[src/rtl/branch_pkg.sv]
// ============================================================================
// Module      : branch_pkg
// Description : Shared compare codes, branch op codes and FSM encodings.
// Revision    : 1.0 - initial release
// ============================================================================
`default_nettype none

package branch_pkg;

    localparam logic [1:0] BRANCH_DEFAULT = 2'b00;
    localparam logic [1:0] BRANCH_EQUAL   = 2'b01;
    localparam logic [1:0] BRANCH_LT      = 2'b10;
    localparam logic [1:0] BRANCH_GT      = 2'b11;

    localparam logic [2:0] BR_NONE = 3'd0;
    localparam logic [2:0] BR_BEQ  = 3'd1;
    localparam logic [2:0] BR_BNE  = 3'd2;
    localparam logic [2:0] BR_BLT  = 3'd3;
    localparam logic [2:0] BR_BGE  = 3'd4;
    localparam logic [2:0] BR_BGT  = 3'd5;
    localparam logic [2:0] BR_BLE  = 3'd6;

    localparam logic [0:0] S_IDLE  = 1'b0;
    localparam logic [0:0] S_ISSUE = 1'b1;

endpackage

`default_nettype wire

[src/rtl/branch_resolve_cond.sv]
// ============================================================================
// Module      : branch_cond
// Description : Maps (branch op, unsigned compare code) to a taken decision.
// Revision    : 1.0 - initial release
// ============================================================================
`default_nettype none

module branch_cond
    import branch_pkg::*;
(
    input  logic [2:0] i_branch_op,
    input  logic [1:0] i_zero,
    output logic       o_take
);

    logic w_eq;
    logic w_lt;
    logic w_gt;

    assign w_eq = (i_zero == BRANCH_EQUAL);
    assign w_lt = (i_zero == BRANCH_LT);
    assign w_gt = (i_zero == BRANCH_GT);

    // A DEFAULT code leaves all three flags low, so every op resolves not-taken.
    always_comb begin
        o_take = 1'b0;
        case (i_branch_op)
            BR_BEQ:  o_take = w_eq;
            BR_BNE:  o_take = w_lt | w_gt;
            BR_BLT:  o_take = w_lt;
            BR_BGE:  o_take = w_eq | w_gt;
            BR_BGT:  o_take = w_gt;
            BR_BLE:  o_take = w_eq | w_lt;
            default: o_take = 1'b0;
        endcase
    end

endmodule

`default_nettype wire

[src/rtl/branch_resolve.sv]
// ============================================================================
// Module      : branch_resolve
// Description : ID-stage branch resolution, registered PC redirect to IF and
//               branch/taken event counters.
// Revision    : 1.0 - initial release
// ============================================================================
`default_nettype none

module branch_resolve
    import branch_pkg::*;
#(
    parameter int PC_W  = 32,
    parameter int CNT_W = 32
)
(
    input  logic             clk,
    input  logic             rst,
    input  logic             id_valid,
    input  logic             id_stall,
    input  logic [2:0]       branch_op,
    input  logic [1:0]       zero,
    input  logic [PC_W-1:0]  branch_target,
    input  logic             ex_flush,
    input  logic             redirect_ready,
    output logic             redirect_valid,
    output logic [PC_W-1:0]  redirect_pc,
    output logic             if_id_flush,
    output logic             br_stall,
    output logic [CNT_W-1:0] branch_cnt,
    output logic [CNT_W-1:0] taken_cnt
);

    logic             w_take;
    logic             w_resolve;
    logic [0:0]       r_state_q;
    logic [0:0]       w_state_d;
    logic [PC_W-1:0]  r_pc_q;
    logic [PC_W-1:0]  w_pc_d;
    logic             r_flush_q;
    logic             w_flush_d;
    logic [CNT_W-1:0] r_branch_cnt_q;
    logic [CNT_W-1:0] w_branch_cnt_d;
    logic [CNT_W-1:0] r_taken_cnt_q;
    logic [CNT_W-1:0] w_taken_cnt_d;

    branch_cond u_cond (
        .i_branch_op (branch_op),
        .i_zero      (zero),
        .o_take      (w_take)
    );

    assign w_resolve = id_valid & (branch_op != BR_NONE) & ~id_stall
                     & (r_state_q == S_IDLE) & ~ex_flush;

    always_comb begin
        w_state_d      = r_state_q;
        w_pc_d         = r_pc_q;
        w_flush_d      = 1'b0;
        w_branch_cnt_d = r_branch_cnt_q;
        w_taken_cnt_d  = r_taken_cnt_q;
        if (ex_flush) begin
            w_state_d = S_IDLE;
        end else begin
            case (r_state_q)
                S_IDLE: begin
                    if (w_resolve) begin
                        w_branch_cnt_d = r_branch_cnt_q + CNT_W'(1);
                        if (w_take) begin
                            w_taken_cnt_d = r_taken_cnt_q + CNT_W'(1);
                            w_pc_d        = branch_target;
                            w_flush_d     = 1'b1;
                            w_state_d     = S_ISSUE;
                        end
                    end
                end
                S_ISSUE: begin
                    if (redirect_ready) begin
                        w_state_d = S_IDLE;
                    end
                end
                default: w_state_d = S_IDLE;
            endcase
        end
    end

    always_ff @(posedge clk) begin
        if (rst) begin
            r_state_q      <= S_IDLE;
            r_pc_q         <= '0;
            r_flush_q      <= 1'b0;
            r_branch_cnt_q <= '0;
            r_taken_cnt_q  <= '0;
        end else begin
            r_state_q      <= w_state_d;
            r_pc_q         <= w_pc_d;
            r_flush_q      <= w_flush_d;
            r_branch_cnt_q <= w_branch_cnt_d;
            r_taken_cnt_q  <= w_taken_cnt_d;
        end
    end

    // The redirect is pending exactly while the FSM sits in ISSUE.
    assign redirect_valid = (r_state_q == S_ISSUE);
    assign br_stall       = (r_state_q == S_ISSUE);
    assign redirect_pc    = r_pc_q;
    assign if_id_flush    = r_flush_q;
    assign branch_cnt     = r_branch_cnt_q;
    assign taken_cnt      = r_taken_cnt_q;

endmodule

`default_nettype wire
[config.mk]
export PLATFORM = sky130hd
export DESIGN_NAME = branch_resolve
export DESIGN_NICKNAME = d
export VERILOG_FILES = /design/src/rtl/branch_pkg.sv /design/src/rtl/branch_resolve_cond.sv /design/src/rtl/branch_resolve.sv
export SDC_FILE = /design/constraint.sdc
export NUM_CORES = 1
export LEC_CHECK = 0
export CAP_MARGIN = 20
export CELL_PAD_IN_SITES_DETAIL_PLACEMENT = 0
export CELL_PAD_IN_SITES_GLOBAL_PLACEMENT = 1
export CORE_UTILIZATION = 38
export CTS_BUF_LIST = sky130_fd_sc_hd__clkbuf_8
export CTS_CLUSTER_SIZE = 12
export DETAILED_ROUTE_END_ITERATION = 16
export PLACE_DENSITY_LB_ADDON = 0.1
export SLEW_MARGIN = 40
export SYNTH_ARGS = -nofsm -noshare
export SYNTH_HDL_FRONTEND = slang
export SYNTH_SLANG_ARGS = --single-unit
[constraint.sdc]
create_clock -name clk -period 4.95 [get_ports clk]
set_input_delay 0.99 -clock clk [delete_from_list [all_inputs] [get_ports clk]]
set_output_delay 0.99 -clock clk [all_outputs]
set_load 0.005 [all_outputs]
==> run summary, run 1 <==
Reg2reg path depth - 5
Layout cell share with drive strength beyond 1 - 6.53%
RSZ-0062 raised after global routing - false
Leakage - 1.83 nW
Flop pwr share - 59.1%
Core area - 11500 um^2
Final instance area - 6130 um^2
Mapped Cells - 517
Final core occ - 53.4%
Sw Ratio - 23.6%
Net count after synthesis - 562
Vias per cell - 5.19
Comb power frac - 7.0%
Worst r2r src - taken_cnt[3]
Synthesis-to-finish area growth - 36.8%
Post-synth EDFFs - 0
Setup TNS - 0 ns
TritonCTS Buffers - 9
# hold bufs at CTS - 0
ANT cells - 0
Rows - 39
WHS Endpoint - redirect_pc[8]
Die footprint - 12200 um^2
Clk_lat worst skew - 0.38 ns
Post-Syn Area - 4480 um^2
Worst EP required - 5.20 ns
Drt wl/cell - 14.7 um
Post-synthesis sequential area ratio - 43.8%
Clk buf depth - 2
Yosys reg bits - 98
Outcome - completed
Critical setup path kind - input port to register
Pint - 1.03 mW
I/O pins - 142
Clock power share - 33.9%
Final antenna-violating net count - 0
All-Layer GR Usage - 18.7%
Die Y - 111 um
Final GP Congestion - 0.740
Power, Total - 1.35 mW
Syn Area/Cell - 8.66 um^2
Least-Margin Pin Slew - 0.713 ns
Fin crit period - 3.20 ns
Power density cells - 220 nW/um^2
Fin crit share - 64.7%
Worst R2R End - taken_cnt[31]
Critical Path AT - 3.45 ns
Unique masters post-synth - 44
CTS H-tree lvls - 3
Async SR Flop Fraction - 0%
Iter 0 DRT Violations - 200
Hold_sp - redirect_pc[8]
First-pass GRT wire length - 18600 um
CTS clock-pin slew for the worst setup and hold paths - 0.09 ns
Dpl hpwl - 8010 um
Root buffer selected by CTS - clkbuf_8
Largest net degree at the start of global routing - 51
WL final - 11500 um
Pins Over Slew Limit - 0
Final setup violation count - 0
CTS tree - done
Postcts setup bufs - 0
PortBufs - 141
Hold path cells - 2
Placed Cells incl. Taps - 772
# DRC - 0
Critical Path Sink Type - register
Cell Area, Placed - 5970 um^2
Worst rel slew slack - 52.4%
Initial antenna violation count - 0
Clock skew - 0.0119 ns
Die Wd - 111 um
Synth Warn # - 0
Clock sinks - 98
Initial core utilization - 39.1%
Post-Layout Cell Count - 786
Post-synth top flop - dfxtp_1
Total grt overflow - 0
Top achievable clock speed - 312 MHz
# nets final - 685
Max Cap Viol - 0
FF-to-FF setup slack - 2.55 ns
Number of global-route vias before repair - 3777
Hold Path Class - register to register
Drt first pass iters - 5
Final hold vios - 0
Post-cts resize count - 0
Maximum VDD drop - 163 uV
Via count - 4078
Startpoint types - input port
P_sw - 0.318 mW
Worst Path Max Fanout - 25
==> flip-flops by register name, indices dropped and copies added, names as in the netlist <==
signal and flops:
if_id_flush 1, redirect_pc 32, taken_cnt 32, br_stall 1, branch_cnt 32
==> critical path, stage by stage <==
cell	delay (ns)
clkdlybuf4s50_1	0.49
or4b_4	0.56
o211a_4	0.39
a21oi_2	0.46
buf_4	0.36
xnor2_1	0.15
nor2_1	0.05
==> Yosys cell counts (2+ instances only) <==
cell type | number | area (um^2)
a2111oi_2 | 10 | 150
a2111oi_4 | 3 | 82.6
a211oi_1 | 7 | 52.6
a21oi_1 | 48 | 240
and3_1 | 4 | 25.0
and4_1 | 12 | 105
buf_2 | 6 | 30.0
buf_6 | 3 | 33.8
clkbuf_1 | 24 | 90.1
dfxtp_1 | 98 | 1960
ha_1 | 2 | 25.0
inv_1 | 13 | 48.8
nand2_1 | 83 | 312
nand3_1 | 20 | 100
nand4_1 | 13 | 81.3
nor2_1 | 53 | 199
nor3_1 | 11 | 55.1
nor4_1 | 11 | 68.8
o211ai_1 | 2 | 15.0
o21ai_0 | 6 | 30.0
o31ai_1 | 6 | 45.0
or3_1 | 7 | 43.8
or4_1 | 6 | 45.0
xnor2_1 | 47 | 412
xor2_1 | 3 | 26.3
==> through the flow <==
stage	setup slack (ns)	hold WS, ns
6_report	1.75	0.458
5_1_grt	1.63	0.480
4_1_cts	1.76	0.461
3_5_place_dp	1.35	0.449
3_3_place_gp	1.36	0.442
2_1_floorplan	2.32	0.453
==> per-layer routing <==
metal / vias up / GRT usage, % / wire, um
met5: - / 0 / 0
met4: 0 / 5.07 / 120
met3: 10 / 8.84 / 1010
met2: 115 / 28.5 / 5140
met1: 1909 / 23.7 / 5260
li1: 2044 / - / -
==> cell type report <==
class / count / area [um^2]
tap: 143 / 179
sequential: 98 / 1960
clock buffer: 10 / 138
inverter: 13 / 48.8
timing repair buffer: 147 / 1470
multi-input combinational: 371 / 2310
clock inverter: 4 / 21.3
fill: 1085 / 5340
==> kinds of logic (layout without fill, tap and decap cells) <==
group / Yosys count / after routing / synth area share, %
adder cells (fa/ha/maj): 2 / 2 / 0.559
buffers and inverters: 48 / 174 / 4.78
AO/OA/AOI/OAI: 88 / 88 / 15.3
multiplexers: 1 / 1 / 0.224
XOR/XNOR: 50 / 50 / 9.78
AND/OR/NAND/NOR: 230 / 230 / 25.6
flip-flops: 98 / 98 / 43.8
==> worst max path at each step <==
stage | from | slack (ns) | endpoint | depth (start not counted)
floorplan | branch_op[1] | 2.32 | taken_cnt[16] | 6
global placement | branch_op[2] | 1.36 | taken_cnt[0] | 7
detailed placement | branch_op[2] | 1.35 | taken_cnt[0] | 7
CTS | branch_op[2] | 1.76 | taken_cnt[0] | 7
global route | branch_op[2] | 1.63 | redirect_pc[16] | 7
finish | branch_op[2] | 1.75 | taken_cnt[0] | 7
==> cells in the final DEF (no fill, tap or decap), types with 2 or more instances in the layout <==
cell and instances:
inv_1 14, clkbuf_8 10, nand4_1 13, ha_1 2, clkdlybuf4s50_1 140, xnor2_1 47, xor2_1 3, a21oi_1 48
a211oi_1 7, nand3_1 20, dfxtp_1 98, nor3_1 11, a2111oi_4 3, o211ai_1 2, buf_8 2, o31ai_1 6
nor2_1 53, nor4_1 11, nand2_1 83, clkinv_2 2, o21ai_0 6, and3_1 4, buf_4 5, and4_1 12
or3_1 7, or4_1 6, a2111oi_2 10
==> power groups by stage <==
stage	Sequential (mW)	Combinational, mW	Clock [mW]
6_report	0.796	0.0942	0.457
5_1_grt	0.797	0.102	0.504
4_1_cts	0.796	0.0951	0.475
3_5_place_dp	0.814	0.0947	0
3_3_place_gp	0.814	0.0925	0
2_1_floorplan	0.814	0.0397	0
Power figures use the tool's default switching activity.
==> inputs of run 2 (changes only) <==
--- a/config.mk
+++ b/config.mk
@@ -8,7 +8,7 @@
 export CAP_MARGIN = 20
 export CELL_PAD_IN_SITES_DETAIL_PLACEMENT = 0
 export CELL_PAD_IN_SITES_GLOBAL_PLACEMENT = 1
-export CORE_UTILIZATION = 38
+export CORE_UTILIZATION = 35
 export CTS_BUF_LIST = sky130_fd_sc_hd__clkbuf_8
 export CTS_CLUSTER_SIZE = 12
 export DETAILED_ROUTE_END_ITERATION = 16
==> constraint.sdc (replaced) <==
create_clock -name clk -period 3.15 [get_ports clk]
set_input_delay 0.63 -clock clk [delete_from_list [all_inputs] [get_ports clk]]
set_output_delay 0.63 -clock clk [all_outputs]
set_load 0.005 [all_outputs]
==> run summary, run 2 (same netlist as run 1, synthesis figures left out) <==
Post-Layout Cell Count - 815 (+3.7%)
Placed Cells incl. Taps - 800 (+3.6%)
Critical Path AT - 2.82 ns (-0.63 ns)
Flop pwr share - 57.1% (-2.0 points)
P_sw - 0.499 mW (+57%)
Post-cts resize count - 0 (unchanged)
Dpl ws - 0.242 ns (-1.11 ns)
Fillers - 1190 (+9.7%)
Total grt overflow - 0 (unchanged)
Register area - 1960 um^2 (unchanged)
Most frequent cells in the layout - clkdlybuf4s50_1 (140), dfxtp_1 (98), nand2_1 (83), nor2_1 (53), a21oi_1 (48)
Top achievable clock speed - 398 MHz
Worst R2R End - taken_cnt[31]
WHS - 0.458 ns (+0.000122 ns)
CTS H-tree lvls - 3 (unchanged)
Reg2reg path depth - 5 (unchanged)
I/O pins - 142 (unchanged)
Outcome - completed
Max Cap Viol - 0 (unchanged)
Least-Margin Pin Slew - 0.733 ns (+0.0207 ns)
Hold path cells - 2 (unchanged)
Sw Ratio - 22.8% (-0.83 points)
PnR worst setup slack - 0.635 ns (-1.11 ns)
Setup TNS - 0 ns (unchanged)
Final antenna-violating net count - 0 (unchanged)
CTS tree - done
Layout cell share with drive strength beyond 1 - 7.11% (+0.58 points)
Area occupied by multi-input gates - 2310 um^2 (unchanged)
Final hold vios - 0 (unchanged)
FF-to-FF setup slack - 0.96 ns (-1.59 ns)
Critical setup path kind - input port to register
All-Layer GR Usage - 17.7% (-1.0 points)
Worst rel slew slack - 51.0% (-1.4 points)
# hold bufs at CTS - 0 (unchanged)
Worst EP required - 3.46 ns (-1.74 ns)
Dpl hpwl - 7860 um (-2.0%)
RSZ-0062 raised after global routing - false
Initial core utilization - 36.5% (-2.5 points)
Initial antenna violation count - 0 (unchanged)
Drt first pass iters - 4 (-1)
First-pass GRT wire length - 18400 um (-0.93%)
ANT cells - 0 (unchanged)
Worst Path Max Fanout - 22 (-12%)
Final setup violation count - 0 (unchanged)
Worst r2r src - taken_cnt[4]
Startpoint types - input port
Leakage - 1.85 nW (+1.4%)
Postcts setup bufs - 0 (unchanged)
Vias per cell - 4.90 (-5.5%)
Critical Path Sink Type - register
Synthesis-to-finish area growth - 38.9%
Pint - 1.69 mW (+64%)
Clock skew - 0.00726 ns (-0.00461 ns)
Die Y - 115 um (+4.1%)
Hold Path Class - register to register
Die footprint - 13300 um^2 (+8.4%)
Pins Over Slew Limit - 0 (unchanged)
WL final - 11500 um (-0.55%)
Commonest non-fill, non-tap cell in the layout - clkdlybuf4s50_1
CTS clock-pin slew for the worst setup and hold paths - 0.09 ns (about the same)
Clk buf depth - 2 (unchanged)
Power density cells - 352 nW/um^2 (+60%)
Clock power share - 36.1% (+2.2 points)
Iter 0 DRT Violations - 204 (+2.0%)
Root buffer selected by CTS - clkbuf_8
Fin crit period - 2.52 ns
Hold_sp - redirect_pc[12]
Clk_lat worst skew - 0.37 ns (about the same)
Maximum VDD drop - 278 uV (+70%)
Fin crit share - 79.9%
Comb power frac - 6.8% (-0.2 points)
Drt wl/cell - 14.1 um (-4.1%)
Rows - 40 (+2.6%)
Largest net degree at the start of global routing - 49 (-3.9%)
# nets final - 688 (+0.44%)
PortBufs - 141 (unchanged)
# DRC - 0 (unchanged)
Number of global-route vias before repair - 3660 (-3.1%)
Final GP Congestion - 0.742 (+0.26%)
TritonCTS Buffers - 9 (unchanged)
WHS Endpoint - redirect_pc[12]
Core area - 12300 um^2 (+6.9%)
Clock sinks - 98 (unchanged)
Via count - 3994 (-2.1%)
Die Wd - 115 um (+4.1%)
## run 2: cell count changes in the layout (fill, tap and decap cells not counted)
cell      delta
buf_12       +2
buf_4        +2
clkinv_2     -2
buf_8        -2
clkbuf_8     +3
buf_2        +1
## run 2: cell type report
cell class | count | share of cell area [%]
Multi-Input combinational cell | 371 | 37.1
Clock buffer | 13 | 2.88
Sequential cell | 98 | 31.5
Inverter | 13 | 0.785
Clock inverter | 2 | 0.181
Timing Repair Buffer | 150 | 24.1
Tap cell | 168 | 3.38
## run 2: power groups by stage
stage	Sequential [mW]	Clock, mW	Combinational, mW
CTS	1.25	0.834	0.152
global placement	1.28	0	0.149
finish	1.25	0.790	0.150
floorplan	1.28	0	0.0624
detailed placement	1.28	0	0.152
global route	1.25	0.887	0.163
## run 2: worst max path at each step
stage	startpoint	slack [ns]	cells past startpoint	end
after floorplan	branch_op[1]	0.88	6	taken_cnt[16]
after global placement	branch_op[1]	0.31	6	taken_cnt[31]
after detailed placement	branch_op[2]	0.24	6	taken_cnt[8]
after CTS	branch_op[2]	0.65	6	taken_cnt[8]
after global routing	branch_op[2]	0.49	6	taken_cnt[8]
final	branch_op[1]	0.63	6	taken_cnt[8]
## run 2: per-stage QoR
step	utilization [%]	total power, mW	cell area [um^2]
floorplan	-	1.34	4480
global route	50.7	2.30	6220
CTS	50.7	2.24	6220
finish	50.7	2.19	6220
detailed placement	49.2	1.43	6030
global placement	49.2	1.43	6030
## run 2: per-layer routing
metal | wire (um) | global-route usage (%)
met1 | 5260 | 22.0
met4 | 130 | 4.76
met2 | 5220 | 27.7
met3 | 857 | 8.22
met5 | 0 | 0
## run 2: worst max-delay path, stage by stage
cell	delay, ns
clkdlybuf4s50_1	0.49
or4b_4	0.58
o211ai_2	0.23
o21ai_4	0.20
or4_1	0.54
a21oi_1	0.16
==> inputs of run 3 (changes only) <==
--- a/config.mk
+++ b/config.mk
@@ -8,7 +8,7 @@
 export CAP_MARGIN = 20
 export CELL_PAD_IN_SITES_DETAIL_PLACEMENT = 0
 export CELL_PAD_IN_SITES_GLOBAL_PLACEMENT = 1
-export CORE_UTILIZATION = 35
+export CORE_UTILIZATION = 32
 export CTS_BUF_LIST = sky130_fd_sc_hd__clkbuf_8
 export CTS_CLUSTER_SIZE = 12
 export DETAILED_ROUTE_END_ITERATION = 16
==> constraint.sdc (replaced) <==
create_clock -name clk -period 2.2 [get_ports clk]
set_input_delay 0.44 -clock clk [delete_from_list [all_inputs] [get_ports clk]]
set_output_delay 0.44 -clock clk [all_outputs]
set_load 0.005 [all_outputs]
==> run summary, run 3 (same netlist as run 1, synthesis figures left out) <==
Maximum VDD drop - 392 uV (+41%)
Clock skew - 0.00908 ns (+0.00182 ns)
Startpoint types - input port
Top achievable clock speed - 467 MHz
Clock sinks - 98 (unchanged)
Hold path cells - 2 (unchanged)
# DRC - 0 (unchanged)
FF-to-FF setup slack - 0.33 ns (-0.63 ns)
Clock power share - 39.1% (+3.0 points)
Hold Path Class - register to register
Reg2reg path depth - 7 (+2)
Critical setup path kind - input port to register
Critical Path Slowest Stage Cell - or4_1
ANT cells - 0 (unchanged)
Die footprint - 14500 um^2 (+9.2%)
Rows - 42 (+5.0%)
Critical Path Sink Type - register
Final GP Congestion - 0.752 (+1.3%)
CTS clock-pin slew for the worst setup and hold paths - 0.09 ns (about the same)
CP cell instances - clkdlybuf4s50_1, or4b_4, o211ai_4, o21ai_4, or4_1, a21oi_2
Clk buf depth - 2 (unchanged)
Largest net degree at the start of global routing - 60 (+22%)
RSZ-0062 raised after global routing - true
Final antenna-violating net count - 0 (unchanged)
Layout cell share with drive strength beyond 1 - 11.9% (+4.8 points)
Worst r2r src - br_stall
Max Cap Viol - 0 (unchanged)
TritonCTS Buffers - 9 (unchanged)
# hold bufs at CTS - 0 (unchanged)
Power, Total - 3.34 mW (+53%)
Number of global-route vias before repair - 4051 (+11%)
Vias per cell - 4.90 (about the same)
Power density cells - 508 nW/um^2 (+44%)
Worst Path Max Fanout - 12 (-45%)
Most frequent cells in the layout - clkdlybuf4s50_1 (137), dfxtp_1 (98), nand2_1 (83), nor2_1 (53), xnor2_1 (47)
CTS H-tree lvls - 3 (unchanged)
Synthesis-to-finish area growth - 46.9%
Critical Path AT - 2.46 ns (-0.36 ns)
Final setup violation count - 0 (unchanged)
Initial core utilization - 33.3% (-3.2 points)
Drt wl/cell - 14.4 um (+2.5%)
Worst EP required - 2.52 ns (-0.94 ns)
Total grt overflow - 0 (unchanged)
P_sw - 0.736 mW (+48%)
PortBufs - 141 (unchanged)
Final hold vios - 0 (unchanged)
Via count - 4191 (+4.9%)
Worst R2R End - taken_cnt[15]
Die Y - 120 um (+4.5%)
Least-Margin Pin Slew - 0.427 ns (-0.306 ns)
Sw Ratio - 22.0% (-0.73 points)
Crit path buffers/inverters - 1 (unchanged)
Iter 0 DRT Violations - 188 (-7.8%)
Root buffer selected by CTS - clkbuf_8
Worst rel slew slack - 71.5% (+21 points)
Comb power frac - 7.3% (+0.5 points)
Initial antenna violation count - 0 (unchanged)
Drt first pass iters - 4 (unchanged)
Final core occ - 48.9% (-1.8 points)
Crit. Startpoint - branch_op[1]
WHS Endpoint - redirect_pc[1]
Dpl hpwl - 8660 um (+10%)
Fin crit share - 97.3%
Flop pwr share - 53.6% (-3.5 points)
Outcome - completed
Die Wd - 120 um (+4.5%)
Largest delay share family, worst path - simple AND/OR/NAND/NOR gates
Crit-path max cell delay - 0.54 ns (-0.04 ns)
All-Layer GR Usage - 17.4% (-0.32 points)
Hold_sp - redirect_pc[1]
Commonest non-fill, non-tap cell in the layout - clkdlybuf4s50_1
First-pass GRT wire length - 20000 um (+8.8%)
Pins Over Slew Limit - 0 (unchanged)
Fin crit period - 2.14 ns
I/O pins - 142 (unchanged)
Clk_lat worst skew - 0.38 ns (about the same)
WL final - 12300 um (+7.5%)
CTS tree - done
Core area - 13500 um^2 (+9.7%)
Pint - 2.60 mW (+54%)
# nets final - 720 (+4.7%)
Leakage - 2.04 nW (+10%)
Fillers - 1324 (+11%)
[run 3: cell types whose count changed in the layout (fill, tap and decap cells not counted), sizes merged, moves of 2 or more]
cell | before | now
bufinv | 0 | 2
clkdlybuf4s50 | 140 | 137
dlymetal6s2s | 0 | 2
clkbuf | 13 | 11
buf | 10 | 42
[run 3: metrics by stage]
stage	cells	setup TNS [ns]	hold WS [ns]	setup slack (ns)	cell area, um^2
2_1_floorplan	517	0	0.453	0.119	4480
3_3_place_gp	839	-20.74	0.442	-0.369	6280
3_5_place_dp	839	-25.45	0.448	-0.439	6280
4_1_cts	854	0	0.459	0.0217	6520
5_1_grt	855	-0.00713	0.466	-0.00678	6580
6_report	855	0	0.456	0.0605	6580
[run 3: routing by layer]
metal | up-vias | GRT usage [%] | share of wire (%) | routed length, um
li1 | 2116 | - | - | -
met4 | 0 | 5.09 | 1.4 | 172
met5 | - | 0 | 0 | 0
met2 | 100 | 28.5 | 47 | 5810
met3 | 14 | 7.45 | 7.3 | 903
met1 | 1961 | 20.6 | 44 | 5450
[run 3: timing repair]
action                     CTS  global route
setup buffers                0             1
setup endpoints to repair    7            26
pin swaps                    0             5
resized for setup            3             8
[run 3: layout make-up]
type	instances	area [um^2]	area share, %
clock buffers	11	151	2.30
clock inverters	4	67.6	1.03
inverters	13	48.8	0.742
multi-input cells	371	2370	36.1
flip-flops and latches	98	1960	29.8
well taps	176	220	3.35
repair buffers	182	1760	26.7
[run 3: power by group through the flow]
stage / Combinational (mW) / Sequential (mW) / Clock (mW)
after global placement: 0.235 / 1.83 / 0
after global routing: 0.263 / 1.79 / 1.42
after CTS: 0.241 / 1.79 / 1.37
after detailed placement: 0.238 / 1.83 / 0
final: 0.242 / 1.79 / 1.31
after floorplan: 0.0893 / 1.83 / 0
[run 3: worst max path at each step]
stage / to / slack (ns) / depth (start not counted)
floorplan: taken_cnt[16] / 0.12 / 6
CTS: taken_cnt[22] / 0.02 / 7
global route: taken_cnt[28] / -0.007 / 7
finish: taken_cnt[6] / 0.06 / 6
global placement: taken_cnt[20] / -0.37 / 7
detailed placement: taken_cnt[13] / -0.44 / 7
[run 3: worst reg2reg max path: stages (launching register included)]
cell and delay, ns:
dfxtp_1 0.38, nor4b_4 0.29, buf_4 0.22, nand2_1 0.15, buf_4 0.19, a2111oi_4 0.32
xnor2_1 0.16, nor2_1 0.05
